$ cat config.mk
export PLATFORM = sky130hd
export DESIGN_NAME = bist_response_analyzer
export DESIGN_NICKNAME = d
export VERILOG_FILES = /design/src/rtl/bist_pkg.sv /design/src/rtl/bist_sisr.sv /design/src/rtl/bist_response_analyzer.sv
export SDC_FILE = /design/constraint.sdc
export NUM_CORES = 1
export LEC_CHECK = 0
export CAP_MARGIN = 20
export CORE_MARGIN = 10
export CORE_UTILIZATION = 40
export DETAILED_ROUTE_END_ITERATION = 16
export HOLD_SLACK_MARGIN = 0.15
export PLACE_DENSITY_LB_ADDON = 0.05
export SLEW_MARGIN = 40
export SYNTH_ARGS = -nofsm -noshare
export SYNTH_HDL_FRONTEND = slang
export SYNTH_SLANG_ARGS = --single-unit
export TNS_END_PERCENT = 1
$ cat constraint.sdc
create_clock -name clk -period 3.8 [get_ports clk]
set_input_delay 0.95 -clock clk [delete_from_list [all_inputs] [get_ports clk]]
set_output_delay 0.95 -clock clk [all_outputs]
set_load 0.05 [all_outputs]
$ cat src/rtl/bist_pkg.sv
// Shared types and constants for the BIST response analyzer.
// Holds the FSM state enum, SISR width/taps and the SISR feedback helper.
package bist_pkg;

    localparam int SIG_W = 8;

    // x^8 + x^4 + x^3 + x^2 + 1, taps on sig[7], sig[3], sig[2], sig[1]
    localparam logic [SIG_W-1:0] SISR_TAPS = 8'h8E;

    typedef enum logic [2:0] {
        S_IDLE,
        S_SHIFT,
        S_CAPTURE,
        S_FLUSH,
        S_DONE
    } state_e;

    function automatic logic sisr_fb(
        input logic [SIG_W-1:0] sig,
        input logic             din
    );
        return (^(sig & SISR_TAPS)) ^ din;
    endfunction

endpackage

$ cat src/rtl/bist_sisr.sv
// Serial-input signature register compacting the scan response stream.
// Ports: clk, rst_n (async, active-low), clr (sync clear), en (shift), din (serial in), sig (contents).
module bist_sisr
    import bist_pkg::*;
(
    input  logic             clk,
    input  logic             rst_n,
    input  logic             clr,
    input  logic             en,
    input  logic             din,
    output logic [SIG_W-1:0] sig
);

    logic [SIG_W-1:0] sig_q;
    logic [SIG_W-1:0] sig_d;

    always_comb begin
        sig_d = sig_q;
        if (clr) begin
            sig_d = '0;
        end else if (en) begin
            sig_d = {sig_q[SIG_W-2:0], sisr_fb(sig_q, din)};
        end
    end

    always_ff @(posedge clk or negedge rst_n) begin
        if (!rst_n) begin
            sig_q <= '0;
        end else begin
            sig_q <= sig_d;
        end
    end

    assign sig = sig_q;

endmodule

$ cat src/rtl/bist_response_analyzer.sv
// BIST output-side controller: sequences scan_en, compacts scan_out, compares against GOLDEN.
// Ports: clk, rst_n, start, scan_out in; scan_en, busy, done, pass, signature[7:0] out.
module bist_response_analyzer
    import bist_pkg::*;
#(
    parameter int               CHAIN_LEN    = 8,
    parameter int               NUM_PATTERNS = 16,
    parameter logic [SIG_W-1:0] GOLDEN       = 8'h00
) (
    input  logic             clk,
    input  logic             rst_n,
    input  logic             start,
    input  logic             scan_out,
    output logic             scan_en,
    output logic             busy,
    output logic             done,
    output logic             pass,
    output logic [SIG_W-1:0] signature
);

    localparam int BW = (CHAIN_LEN > 1) ? $clog2(CHAIN_LEN) : 1;
    localparam int WW = (NUM_PATTERNS > 0) ? $clog2(NUM_PATTERNS + 1) : 1;
    localparam logic [BW-1:0] BIT_LAST = BW'(CHAIN_LEN - 1);
    localparam logic [WW-1:0] WIN_LAST = WW'(NUM_PATTERNS);

    state_e           state_q;
    logic [BW-1:0]    bit_q;
    logic [WW-1:0]    win_q;
    logic             scan_en_q;
    logic             busy_q;
    logic             done_q;
    logic             pass_q;
    logic             cmp_en_q;
    logic             sisr_clr;
    logic [SIG_W-1:0] sig;
    logic [SIG_W-1:0] sig_flush;

    assign sisr_clr = start && (state_q == S_IDLE || state_q == S_DONE);

    // FLUSH always follows a shift cycle, so the SISR takes one more bit on the
    // edge leaving FLUSH; compare against that settled value.
    assign sig_flush = {sig[SIG_W-2:0], sisr_fb(sig, scan_out)};

    always_ff @(posedge clk or negedge rst_n) begin
        if (!rst_n) begin
            state_q   <= S_IDLE;
            bit_q     <= '0;
            win_q     <= '0;
            scan_en_q <= 1'b0;
            busy_q    <= 1'b0;
            done_q    <= 1'b0;
            pass_q    <= 1'b0;
            cmp_en_q  <= 1'b0;
        end else begin
            // Matches the output register on the chain's scan_out.
            cmp_en_q <= scan_en_q;
            unique case (state_q)
                S_IDLE, S_DONE: begin
                    if (start) begin
                        state_q   <= S_SHIFT;
                        bit_q     <= '0;
                        win_q     <= '0;
                        scan_en_q <= 1'b1;
                        busy_q    <= 1'b1;
                        done_q    <= 1'b0;
                        pass_q    <= 1'b0;
                    end
                end
                S_SHIFT: begin
                    if (bit_q == BIT_LAST) begin
                        bit_q     <= '0;
                        scan_en_q <= 1'b0;
                        state_q   <= (win_q < WIN_LAST) ? S_CAPTURE : S_FLUSH;
                    end else begin
                        bit_q <= bit_q + 1'b1;
                    end
                end
                S_CAPTURE: begin
                    win_q     <= win_q + 1'b1;
                    scan_en_q <= 1'b1;
                    state_q   <= S_SHIFT;
                end
                S_FLUSH: begin
                    state_q <= S_DONE;
                    busy_q  <= 1'b0;
                    done_q  <= 1'b1;
                    pass_q  <= (sig_flush == GOLDEN);
                end
                default: begin
                    state_q <= S_IDLE;
                end
            endcase
        end
    end

    bist_sisr u_sisr (
        .clk   (clk),
        .rst_n (rst_n),
        .clr   (sisr_clr),
        .en    (cmp_en_q),
        .din   (scan_out),
        .sig   (sig)
    );

    assign scan_en   = scan_en_q;
    assign busy      = busy_q;
    assign done      = done_q;
    assign pass      = pass_q;
    assign signature = sig;

endmodule

* After elaboration in Yosys (flattened, before gate mapping)
Cells that the tools add are included.
Cells by class: eq/ne operators 7, muxes and demuxes 18, bitwise operators 1, $lt $le $gt $ge 1, add/subtract/negate cells 2, reduce and logical (&&, ||, !) cells 16
Operators by type and width (count):
- 2-to-1 mux 8 bit | 2
- 2-to-1 mux 3 bit | 4
- one-hot mux 3 bit (4 select lines) | 1
- one-hot mux 5 bit (2 select lines) | 1
- zero test 8 bit | 1
- AND reduction 2 bit | 4
- nonzero test 2 bit | 4
- parity 8 bit | 1
- equality test 3 x 2 -> 1 bit, second input constant | 2
- equality test 3 bit, second input constant | 2
- one-hot mux 1 bit (2 select lines) | 3
- one-hot mux 3 bit (2 select lines) | 1
- adder 5 x 1 -> 5 bit, second input constant | 1
- less-than comparator 5 bit, second input constant | 1
- 2-to-1 mux 5 bit | 1
- 2-to-1 mux 1 bit | 4
- inequality test 2 bit, second input constant | 2
- adder 3 x 1 -> 3 bit, second input constant | 1
- equality test 3 x 1 -> 1 bit, second input constant | 1
- zero test 3 bit | 1
- one-hot mux 1 bit (3 select lines) | 1
- AND reduction 3 bit | 1
- nonzero test 3 bit | 1
- OR reduction 2 bit | 1
- other kinds (3) | 3
Word-level totals: bits of input ports 4, logic and storage cells 54, output and inout port bits 12, register bits 24

* Depth between registers and ports, before layout
Gate-level depths: netlist of the first run.
depth after elaboration 4, gate-level depth with buffers 5, gate-level depth less buffers 5

* Modules after synthesis
A second synthesis of the first run with hierarchy kept.
Unflattened totals: cell total of the unflattened synthesis 102, area, all modules 1156.1 µm²
By module, submodules not included:
- bist_response_analyzer | sequential area each 400.4 µm², area each 787.0 µm², cells each 71, times used 1
- bist_sisr | sequential area each 200.2 µm², area each 369.1 µm², cells each 31, times used 1

* Worst setup path after synthesis of the first run
No wires, ideal clock.
path kind in2reg, start point in start, end point reg pass_q, in the netlist pass, path slack 1.982 ns, stages on the path 4, library setup time 0.127 ns, arrival 1.691 ns, data required time 3.673 ns, buffers on the path 1, cells stage by stage or3b_2 -> clkbuf_1 -> nand3_1 -> o31ai_1
On the way: cells in the longest elaborated chain, start to end 2
Ends and longest elaborated chain:
- start, declared | RTL line bist_response_analyzer.sv:12 | input logic start,
- inequality test 2 bit (no line)
- AND reduction 2 bit (no line)
- end signal, assigned | RTL line bist_response_analyzer.sv:87 | pass_q <= (sig_flush == GOLDEN);
- end, declared | RTL line bist_response_analyzer.sv:32 | logic pass_q;
No other way between the ends. A chain may end at the register's enable or synchronous reset.

* Final worst setup path of the first run
start point reg u_sisr.sig_q[2], in the netlist u_sisr.sig[2], end point out signature[2]
RTL lines:
- start, declared | RTL line bist_sisr.sv:14 | logic [SIG_W-1:0] sig_q;
- start signal, assigned | RTL line bist_sisr.sv:30 | sig_q <= sig_d;
- end, declared | RTL line bist_response_analyzer.sv:18 | output logic [SIG_W-1:0] signature
No word-level cell between the ends.

==> results of run 1 <==
-- metrics by stage --
| step | power [mW] | util | area, um2 |
|---|---|---|---|
| 2_1_floorplan | 0.834 | - | 1140 |
| 3_3_place_gp | 0.989 | 0.479 | 1310 |
| 3_5_place_dp | 0.995 | 0.479 | 1310 |
| 4_1_cts | 1.13 | 0.492 | 1350 |
| 5_1_grt | 1.20 | 0.492 | 1350 |
| 6_report | 1.11 | 0.492 | 1350 |
-- flip-flops by register name, summed over array words and instances, names as in the netlist --
signal	cells
state_q	3
done	1
pass	1
u_sisr.sig	8
cmp_en_q	1
busy	1
scan_en	1
bit_q	3
win_q	5
-- metal layers --
| metal | part of all wire | GRT usage |
|---|---|---|
| met5 | 0 | 0 |
| met4 | 0.0089 | 0.0373 |
| met3 | 0.040 | 0.0242 |
| met2 | 0.47 | 0.124 |
| met1 | 0.48 | 0.122 |
-- synthesized netlist by cell type --
library cell   n  area (um2)
a21oi_1        3        15.0
a22o_1         6        52.6
and3_1         2        12.5
buf_2          1        5.00
buf_6          1        11.3
clkbuf_1       3        11.3
dfrtp_1       24         601
ha_1           3        37.5
mux2_1         1        11.3
mux2i_1       10         100
nand2_1       11        41.3
nand2b_1       1        6.26
nand3_1        3        15.0
nand3b_1       1        7.51
nand4_1        2        12.5
nor2_1        10        37.5
nor2b_1        2        12.5
nor3_1         2        10.0
nor3b_1        1        7.51
nor3b_2        2        25.0
nor4_1         1        6.26
o21ai_0        3        15.0
o21bai_1       1        7.51
o22a_2         1        10.0
o31ai_1        1        7.51
or3b_2         1        8.76
or3b_4         1        11.3
or4b_1         1        10.0
xor2_1         1        8.76
xor3_1         1        23.8
-- power breakdown --
group | switching [mW] | total (mW) | internal (mW)
logic | 0.300 | 0.532 | 0.231
clock network | 0.0745 | 0.133 | 0.0585
registers | 0.112 | 0.449 | 0.337
-- cell type report --
cell class / count / area share
sequential: 24 / 0.446
tap: 31 / 0.0288
timing repair buffer: 16 / 0.117
multi-input combinational: 72 / 0.381
clock buffer: 4 / 0.0270
-- logic make-up (layout without fill, tap and decap cells) --
| family | count (synthesis) | count (layout) | share of synthesized area |
|---|---|---|---|
| AOI/OAI and AO/OA | 15 | 15 | 0.0943 |
| adders and majority gates | 3 | 3 | 0.0329 |
| and+or+nand+nor | 41 | 41 | 0.196 |
| DFF | 24 | 24 | 0.526 |
| xor gates and xnor gates | 2 | 2 | 0.0285 |
| muxes | 11 | 11 | 0.0976 |
| buffers and inverters | 5 | 20 | 0.0241 |
-- how the worst max path moves through the flow --
stage                               from                to  slack [ps]  depth (start not counted)
2_1_floorplan                      start  pass$_DFFE_PN0P_        1980                          4
3_3_place_gp                       start  pass$_DFFE_PN0P_        1420                          4
3_5_place_dp                       start  pass$_DFFE_PN0P_        1400                          4
4_1_cts        u_sisr.sig[2]$_DFFE_PN0P_      signature[2]        1220                          1
5_1_grt        u_sisr.sig[2]$_DFFE_PN0P_      signature[2]        1160                          1
6_report       u_sisr.sig[2]$_DFFE_PN0P_      signature[2]        1240                          1
-- cells in the final DEF (no fill, tap or decap) --
| master | netlist | final |
|---|---|---|
| a21oi_1 | 3 | 3 |
| a22o_1 | 6 | 6 |
| and3_1 | 2 | 2 |
| buf_4 | 0 | 1 |
| clkbuf_4 | 0 | 3 |
| clkbuf_8 | 0 | 1 |
| clkdlybuf4s50_1 | 0 | 15 |
| dfrtp_1 | 24 | 24 |
| ha_1 | 3 | 3 |
| mux2_1 | 1 | 1 |
| mux2i_1 | 10 | 10 |
| nand2_1 | 11 | 11 |
| nand2b_1 | 1 | 1 |
| nand3_1 | 3 | 3 |
| nand3b_1 | 1 | 1 |
| nand4_1 | 2 | 2 |
| nor2_1 | 10 | 10 |
| nor2b_1 | 2 | 2 |
| nor3_1 | 2 | 2 |
| nor3b_1 | 1 | 1 |
| nor3b_2 | 2 | 2 |
| nor4_1 | 1 | 1 |
| o21ai_0 | 3 | 3 |
| o21bai_1 | 1 | 1 |
| o22a_2 | 1 | 1 |
| o31ai_1 | 1 | 1 |
| or3b_2 | 1 | 1 |
| or3b_4 | 1 | 1 |
| or4b_1 | 1 | 1 |
| xor2_1 | 1 | 1 |
| xor3_1 | 1 | 1 |
==> impl_results.md, run 1 <==
* Max FO, Critical Path at 5
* Layout cells sized above 1 at 0.0862
* Area of the multi-input gates at 513 um2
* Setup Buffers After CTS at 0
* Fin worst setup slack at 1240 ps
* Ys Warns at 0
* Htree depth at 1
* Setup TNS at 0 ps
* Cts repair resizes at 0
* Synthesized area per cell at 11.3 um2
* Synth Instances at 101
* First-pass GRT wire length at 3820 um
* Reg clk slew, reported paths at 130 ps
* # placed instances at 143
* Final Hold Fails at 0
* RR Endpoint: win_q[2]$_DFFE_PN0P_
* Pre-CTS setup slack at 1400 ps
* CTS Hold Bufs at 0
* HP Class: reg -> reg
* Clock Path Buffers at 2
* Num Clock Sinks at 24
* Row Count at 19
* Endpoint class of the critical path: primary output
* Vias per Instance at 5.22
* Peak supply drop at 0.000575 V
* Largest net degree at the start of global routing at 25
* Die Area at 5390 um2
* Pleak at 0.648 nW
* Worst Max-Slew Pin Slew at 509 ps
* Syn_nets at 108
* Status: finished clean
* RSZ-0062 raised after global routing: no
* Layout area overhead at 18.0%
* Yosys cell types at 30
* Startpoint Class: register
* # IOs at 16
* DP HPWL at 1580 um
* DRC violations left at 0
* WHS at 446 ps
* GRT Util Overall at 0.0881
* DR iter-0 viols at 42
* HP Start: scan_en$_DFFE_PN0P_
* Endpoint, Worst Hold: cmp_en_q$_DFF_PN0_
* R2R Setup Slk at 2260 ps
* Headroom to the max-slew limit at 0.659
* Sequential share of the synthesized area at 0.526
* Global route overflow at 0
* Antenna diodes at 0
* Tcrit/Tclk final at 0.673
* DR pass1 iterations at 4
* Crit path buf inv count at 1
* Worst path cell trace: clkdlybuf4s50_1
* Final net count at 124
* Pwr dens at 827 nW/um2
* Minimum clock period at 2560 ps
* CTS root buffer: clkbuf_4
* Initial antenna violation count at 0
* Routed WL at 2140 um
* Fmax achieved at 391 MHz
* Cell Area, Synth at 1140 um2
* Cts bufs inserted at 3
* Fin cells at 147
* Total area of sequential cells at 601 um2
* Drt wl/cell at 14.6 um
* Fin. max-slew vios at 0
* Fillers at 261
* Crit path largest cell delay at 840 ps
* Core ar. at 2730 um2
* Antenna-violating nets left at 0
* Worst R2R Path Depth at 3
* CP delay by family, top: buffers and inverters
* I/O Buffers at 15
* Via Count at 767
* Initial Util at 0.417
* Die W at 73.4 um
* Hold-critical path depth at 0
* Height of the die at 73.4 um
* CP arrival at 1610 ps
* Max Cap Violations at 0
* Critical Path RT at 2850 ps
* Worst-Skew Late Latency at 310 ps
* Vias in the first global route at 769
* R2R Path Start: state_q[0]$_DFFE_PN0P_
* Setup CP Type: reg -> out
* CP max stage cell: clkdlybuf4s50_1
* Yosys reg bits at 24
* GPL Wtd Cong at 0.743
* CTS tree: done
* Skew final at 4.34 ps
* Final setup viols at 0
No activity file was read; power rests on OpenSTA's default activity.
==> run 2, diff against run 1 <==
==> constraint.sdc (replaced) <==
create_clock -name clk -period 2 [get_ports clk]
set_input_delay 0.5 -clock clk [delete_from_list [all_inputs] [get_ports clk]]
set_output_delay 0.5 -clock clk [all_outputs]
set_load 0.05 [all_outputs]
==> run 2 against run 1 <==
  * Design area fell by 2.1%
  * Critical path type is now reg -> reg
  * Critical endpoint is now win_q[2]$_DFFE_PN0P_
  * Clock-buffer cell count fell by 1
  * Sequential cell count did not move
  * Highest routed layer unchanged
==> impl_results.md, run 2 (synthesized netlist as in run 1, its figures left out) <==
* Max Cap Violations at 0
* Die Area at 5390 um2
* Worst Max-Slew Pin Slew at 447 ps
* # placed instances at 145
* CTS tree: done
* Most frequent cells in the layout: dfrtp_1 (24), buf_4 (15), nand2_1 (11)
* GPL Wtd Cong at 0.725
* Tcrit/Tclk final at 0.786
* Routed WL at 2230 um
* Htree depth at 1
* Worst-Skew Late Latency at 300 ps
* Height of the die at 73.4 um
* Antenna-violating nets left at 0
* Die W at 73.4 um
* Pwr dens at 1560 nW/um2
* I/O Buffers at 15
* Max FO, Critical Path at 14
* Worst path cell trace: or3b_4, mux2_1, mux2i_1
* Setup Buffers After CTS at 0
* # IOs at 16
* Area of the multi-input gates at 513 um2
* Fmax achieved at 636 MHz
* Fin. max-slew vios at 0
* Pleak at 0.669 nW
* RSZ-0062 raised after global routing: no
* Antenna diodes at 0
* Final net count at 126
* DP HPWL at 1610 um
* GRT Util Overall at 0.0868
* Clock Path Buffers at 2
* Layout area overhead at 15.5%
* Final setup viols at 0
* CP delay by family, top: flip-flops
* Skew final at 3.39 ps
* DR iter-0 viols at 61
* Num Clock Sinks at 24
* Cts bufs inserted at 3
* Minimum clock period at 1570 ps
* Core ar. at 2730 um2
* First-pass GRT wire length at 3800 um
* Via Count at 786
* DR pass1 iterations at 6
* Max FFs per register at 8
* Row Count at 19
* Startpoint Class: register
* Drt wl/cell at 15.1 um
* Largest net degree at the start of global routing at 25
* Setup CP Type: reg -> reg
* Crit path largest cell delay at 560 ps
* Reg clk slew, reported paths at 130 ps
* Fin cells at 148
* DRC violations left at 0
* Vias per Instance at 5.31
* Peak supply drop at 0.00103 V
* Cts repair resizes at 0
* HP Class: reg -> reg
* Final Hold Fails at 0
* Layout cells sized above 1 at 0.197
* Initial Util at 0.417
* Status: finished clean
* Setup TNS at 0 ps
* Endpoint class of the critical path: register
* Initial antenna violation count at 0
* Critical Path RT at 2240 ps
* Fillers at 262
* Headroom to the max-slew limit at 0.702
* Total area of sequential cells at 601 um2
* CP max stage cell: dfrtp_1
* CTS Hold Bufs at 0
* Crit path buf inv count at 0
* CP arrival at 1810 ps
* Fin worst setup slack at 428 ps
* CTS root buffer: clkbuf_4
* Pre-CTS setup slack at 123 ps
* Vias in the first global route at 755
* Most common cell after layout, fill and taps aside: dfrtp_1
* Global route overflow at 0
-- run 2: cell count changes in the layout (fill, tap and decap cells not counted) --
| cell | delta |
|---|---|
| clkdlybuf4s50_1 | -12 |
| buf_4 | +14 |
| clkbuf_8 | -1 |
-- run 2: through the flow --
stage	power (mW)	hold slack, ps	util	area [um2]
global route	2.21	470	0.482	1320
detailed placement	1.87	412	0.474	1290
CTS	2.08	443	0.482	1320
global placement	1.85	417	0.474	1290
finish	2.05	441	0.482	1320
floorplan	1.58	204	-	1140
-- run 2: cell type report --
class	instances	area share
flip-flops and latches	24	0.456
multi-input cells	72	0.389
repair buffers	18	0.108
well taps	31	0.0294
clock buffers	3	0.0171
-- run 2: layer usage --
layer / up-vias / part of all wire / GRT usage
met5: - / 0 / 0
met4: 0 / 0.0058 / 0.0311
met3: 2 / 0.042 / 0.0269
met2: 9 / 0.43 / 0.116
met1: 379 / 0.53 / 0.127
li1: 396 / - / -
-- run 2: power by group --
group	internal, mW	switching (mW)	total [mW]
sequential	0.640	0.220	0.860
clock	0.0703	0.137	0.207
combinational	0.415	0.572	0.987
total	1.13	0.929	2.05
-- run 2: path summary, 6_finish.rpt --
kind / slack (ps) / endpoint / cells after the start / startpoint
max in group asynchronous: 1240 / u_sisr.sig[5]$_DFFE_PN0P_ / 2 / rst_n
setup reg to reg: 430 / win_q[2]$_DFFE_PN0P_ / 3 / state_q[0]$_DFFE_PN0P_
hold reg to reg: 440 / cmp_en_q$_DFF_PN0_ / 0 / scan_en$_DFFE_PN0P_
setup / recovery: 430 / win_q[2]$_DFFE_PN0P_ / 3 / state_q[0]$_DFFE_PN0P_
hold / removal: 440 / cmp_en_q$_DFF_PN0_ / 0 / scan_en$_DFFE_PN0P_
min in group asynchronous: 530 / bit_q[2]$_DFFE_PN0P_ / 2 / rst_n
==> run 3, diff against run 2 <==
==> constraint.sdc (replaced) <==
create_clock -name clk -period 1.4 [get_ports clk]
set_input_delay 0.35 -clock clk [delete_from_list [all_inputs] [get_ports clk]]
set_output_delay 0.35 -clock clk [all_outputs]
set_load 0.05 [all_outputs]
==> run 3 against run 2 <==
  * Final cell count grew 5.4%
  * Clock power grew 47%
  * Clock skew is 1.8 ps lower
  * Clock-buffer cell count increased by 1
  * Via count increased by 4.5%
  * Critical path depth rose by 1
  * Setup slack got worse by 400 ps
==> impl_results.md, run 3 (synthesized netlist as in run 1, its figures left out) <==
* Vias per Instance at 5.26
* Routed WL at 2360 um
* First-pass GRT wire length at 4060 um
* Sequential group share of total power at 0.361
* Layout area overhead at 36.1%
* Clock Path Buffers at 2
* Skew final at 1.56 ps
* Pleak at 0.746 nW
* Headroom to the max-slew limit at 0.703
* Antenna-violating nets left at 0
* Reg clk slew, reported paths at 120 ps
* Setup CP Type: in -> reg
* CP max stage cell: or3b_2
* Met3 Use GR at 0.0458
* Fin. max-slew vios at 0
* # placed instances at 150
* Height of the die at 73.4 um
* Antenna diodes at 0
* Max Cap Violations at 0
* Top Usage Layer GRT: met2
* DR iter-0 viols at 23
* Minimum clock period at 1380 ps
* Final net count at 133
* Max FO, Critical Path at 8
* Pint at 2.03 mW
* Crit path largest cell delay at 540 ps
* Most common cell after layout, fill and taps aside: dfrtp_1
* Fmax achieved at 727 MHz
* Worst Max-Slew Pin Slew at 446 ps
* Endpoint class of the critical path: register
* Critical Path RT at 1600 ps
* Fin cells at 156
* Htree depth at 1
* GPL Wtd Cong at 0.766
* Cts bufs inserted at 3
* Final setup viols at 0
* Met2 usage at 0.135
* Layout cells sized above 1 at 0.280
* Worst-Skew Late Latency at 310 ps
* RSZ-0062 raised after global routing: yes
* Num Clock Sinks at 24
* Crit path buf inv count at 1
* Row Count at 19
* Initial antenna violation count at 0
* HP Class: in -> async
* # IOs at 16
* Largest net degree at the start of global routing at 25
* Global route overflow at 0
* Logic pwr share at 0.551
* Status: finished clean
* Worst path cell trace: clkdlybuf4s50_1, or3b_2, nand3_1, o31ai_1
* CP delay by family, top: simple AND/OR/NAND/NOR gates
* Post-route cell area at 1550 um2
* CTS Hold Bufs at 0
* Peak supply drop at 0.00192 V
* Vias in the first global route at 802
* Die W at 73.4 um
* Clk pwr share at 0.088
* DP HPWL at 1740 um
* Via Count at 821
* I/O Buffers at 15
* Initial Util at 0.417
* WHS at 379 ps
* CTS tree: done
* DR pass1 iterations at 4
* Core ar. at 2730 um2
* Switching pwr at 1.43 mW
* Tcrit/Tclk final at 0.983
* Switching share of power at 0.413
* CP arrival at 1580 ps
* Max FFs per register at 8
* Startpoint Class: primary input
* Most frequent cells in the layout: dfrtp_1 (21), buf_12 (13), nand2_1 (11)
* DRC violations left at 0
* CTS root buffer: clkbuf_4
* Placed instance area at 1500 um2
* Final Hold Fails at 0
* GRT Util Overall at 0.0946
* Pwr dens at 2230 nW/um2
* Die Area at 5390 um2
* Met1 usage at 0.125
* Drt wl/cell at 15.1 um
==> run 3: layout make-up <==
type / instances / area (um2)
Fill cell: 246 / 1180
Sequential cell: 24 / 604
Multi-Input combinational cell: 72 / 518
Timing Repair Buffer: 25 / 365
Tap cell: 31 / 38.8
Clock buffer: 4 / 26.3
==> run 3: per-layer routing <==
layer | up-vias | part of all wire
li1 | 409 | -
met1 | 396 | 0.47
met2 | 14 | 0.45
met3 | 2 | 0.070
met4 | 0 | 0.0072
met5 | - | 0
==> run 3: path summary, 6_finish.rpt <==
path	depth (start not counted)	slack, ps	endpoint	start
worst max-delay path	4	20	pass$_DFFE_PN0P_	start
worst min-delay path	2	380	win_q[2]$_DFFE_PN0P_	rst_n
worst max register to register	3	30	win_q[2]$_DFFE_PN0P_	state_q[1]$_DFFE_PN0P_
worst min register to register	1	490	win_q[3]$_DFFE_PN0P_	win_q[3]$_DFFE_PN0P_
max in group asynchronous	2	870	u_sisr.sig[1]$_DFFE_PN0P_	rst_n
min in group clk	1	490	win_q[3]$_DFFE_PN0P_	win_q[3]$_DFFE_PN0P_
==> run 3: stage by stage <==
| step | setup TNS [ps] | power, mW | util | worst slack [ps] |
|---|---|---|---|---|
| after detailed placement | -3840 | 3.14 | 0.548 | -318 |
| final | 0 | 3.46 | 0.568 | 24.5 |
| after global routing | -69.0 | 3.69 | 0.568 | -27.1 |
| after CTS | 0 | 3.49 | 0.565 | 16.5 |
| after floorplan | 0 | 2.26 | - | 14.8 |
| after global placement | -3670 | 3.09 | 0.548 | -294 |
==> run 3: what timing repair did <==
| item | in CTS | in global routing |
|---|---|---|
| gates resized for setup | 1 | 3 |
| setup buffers | 2 | 0 |
| setup endpoints to repair | 2 | 12 |
==> run 3: power groups by stage <==
| stage | clock network, mW | logic [mW] | registers (mW) |
|---|---|---|---|
| 2_1_floorplan | 0 | 0.700 | 1.56 |
| 3_3_place_gp | 0 | 1.84 | 1.25 |
| 3_5_place_dp | 0 | 1.88 | 1.27 |
| 4_1_cts | 0.331 | 1.91 | 1.25 |
| 5_1_grt | 0.356 | 2.04 | 1.29 |
| 6_report | 0.305 | 1.90 | 1.25 |
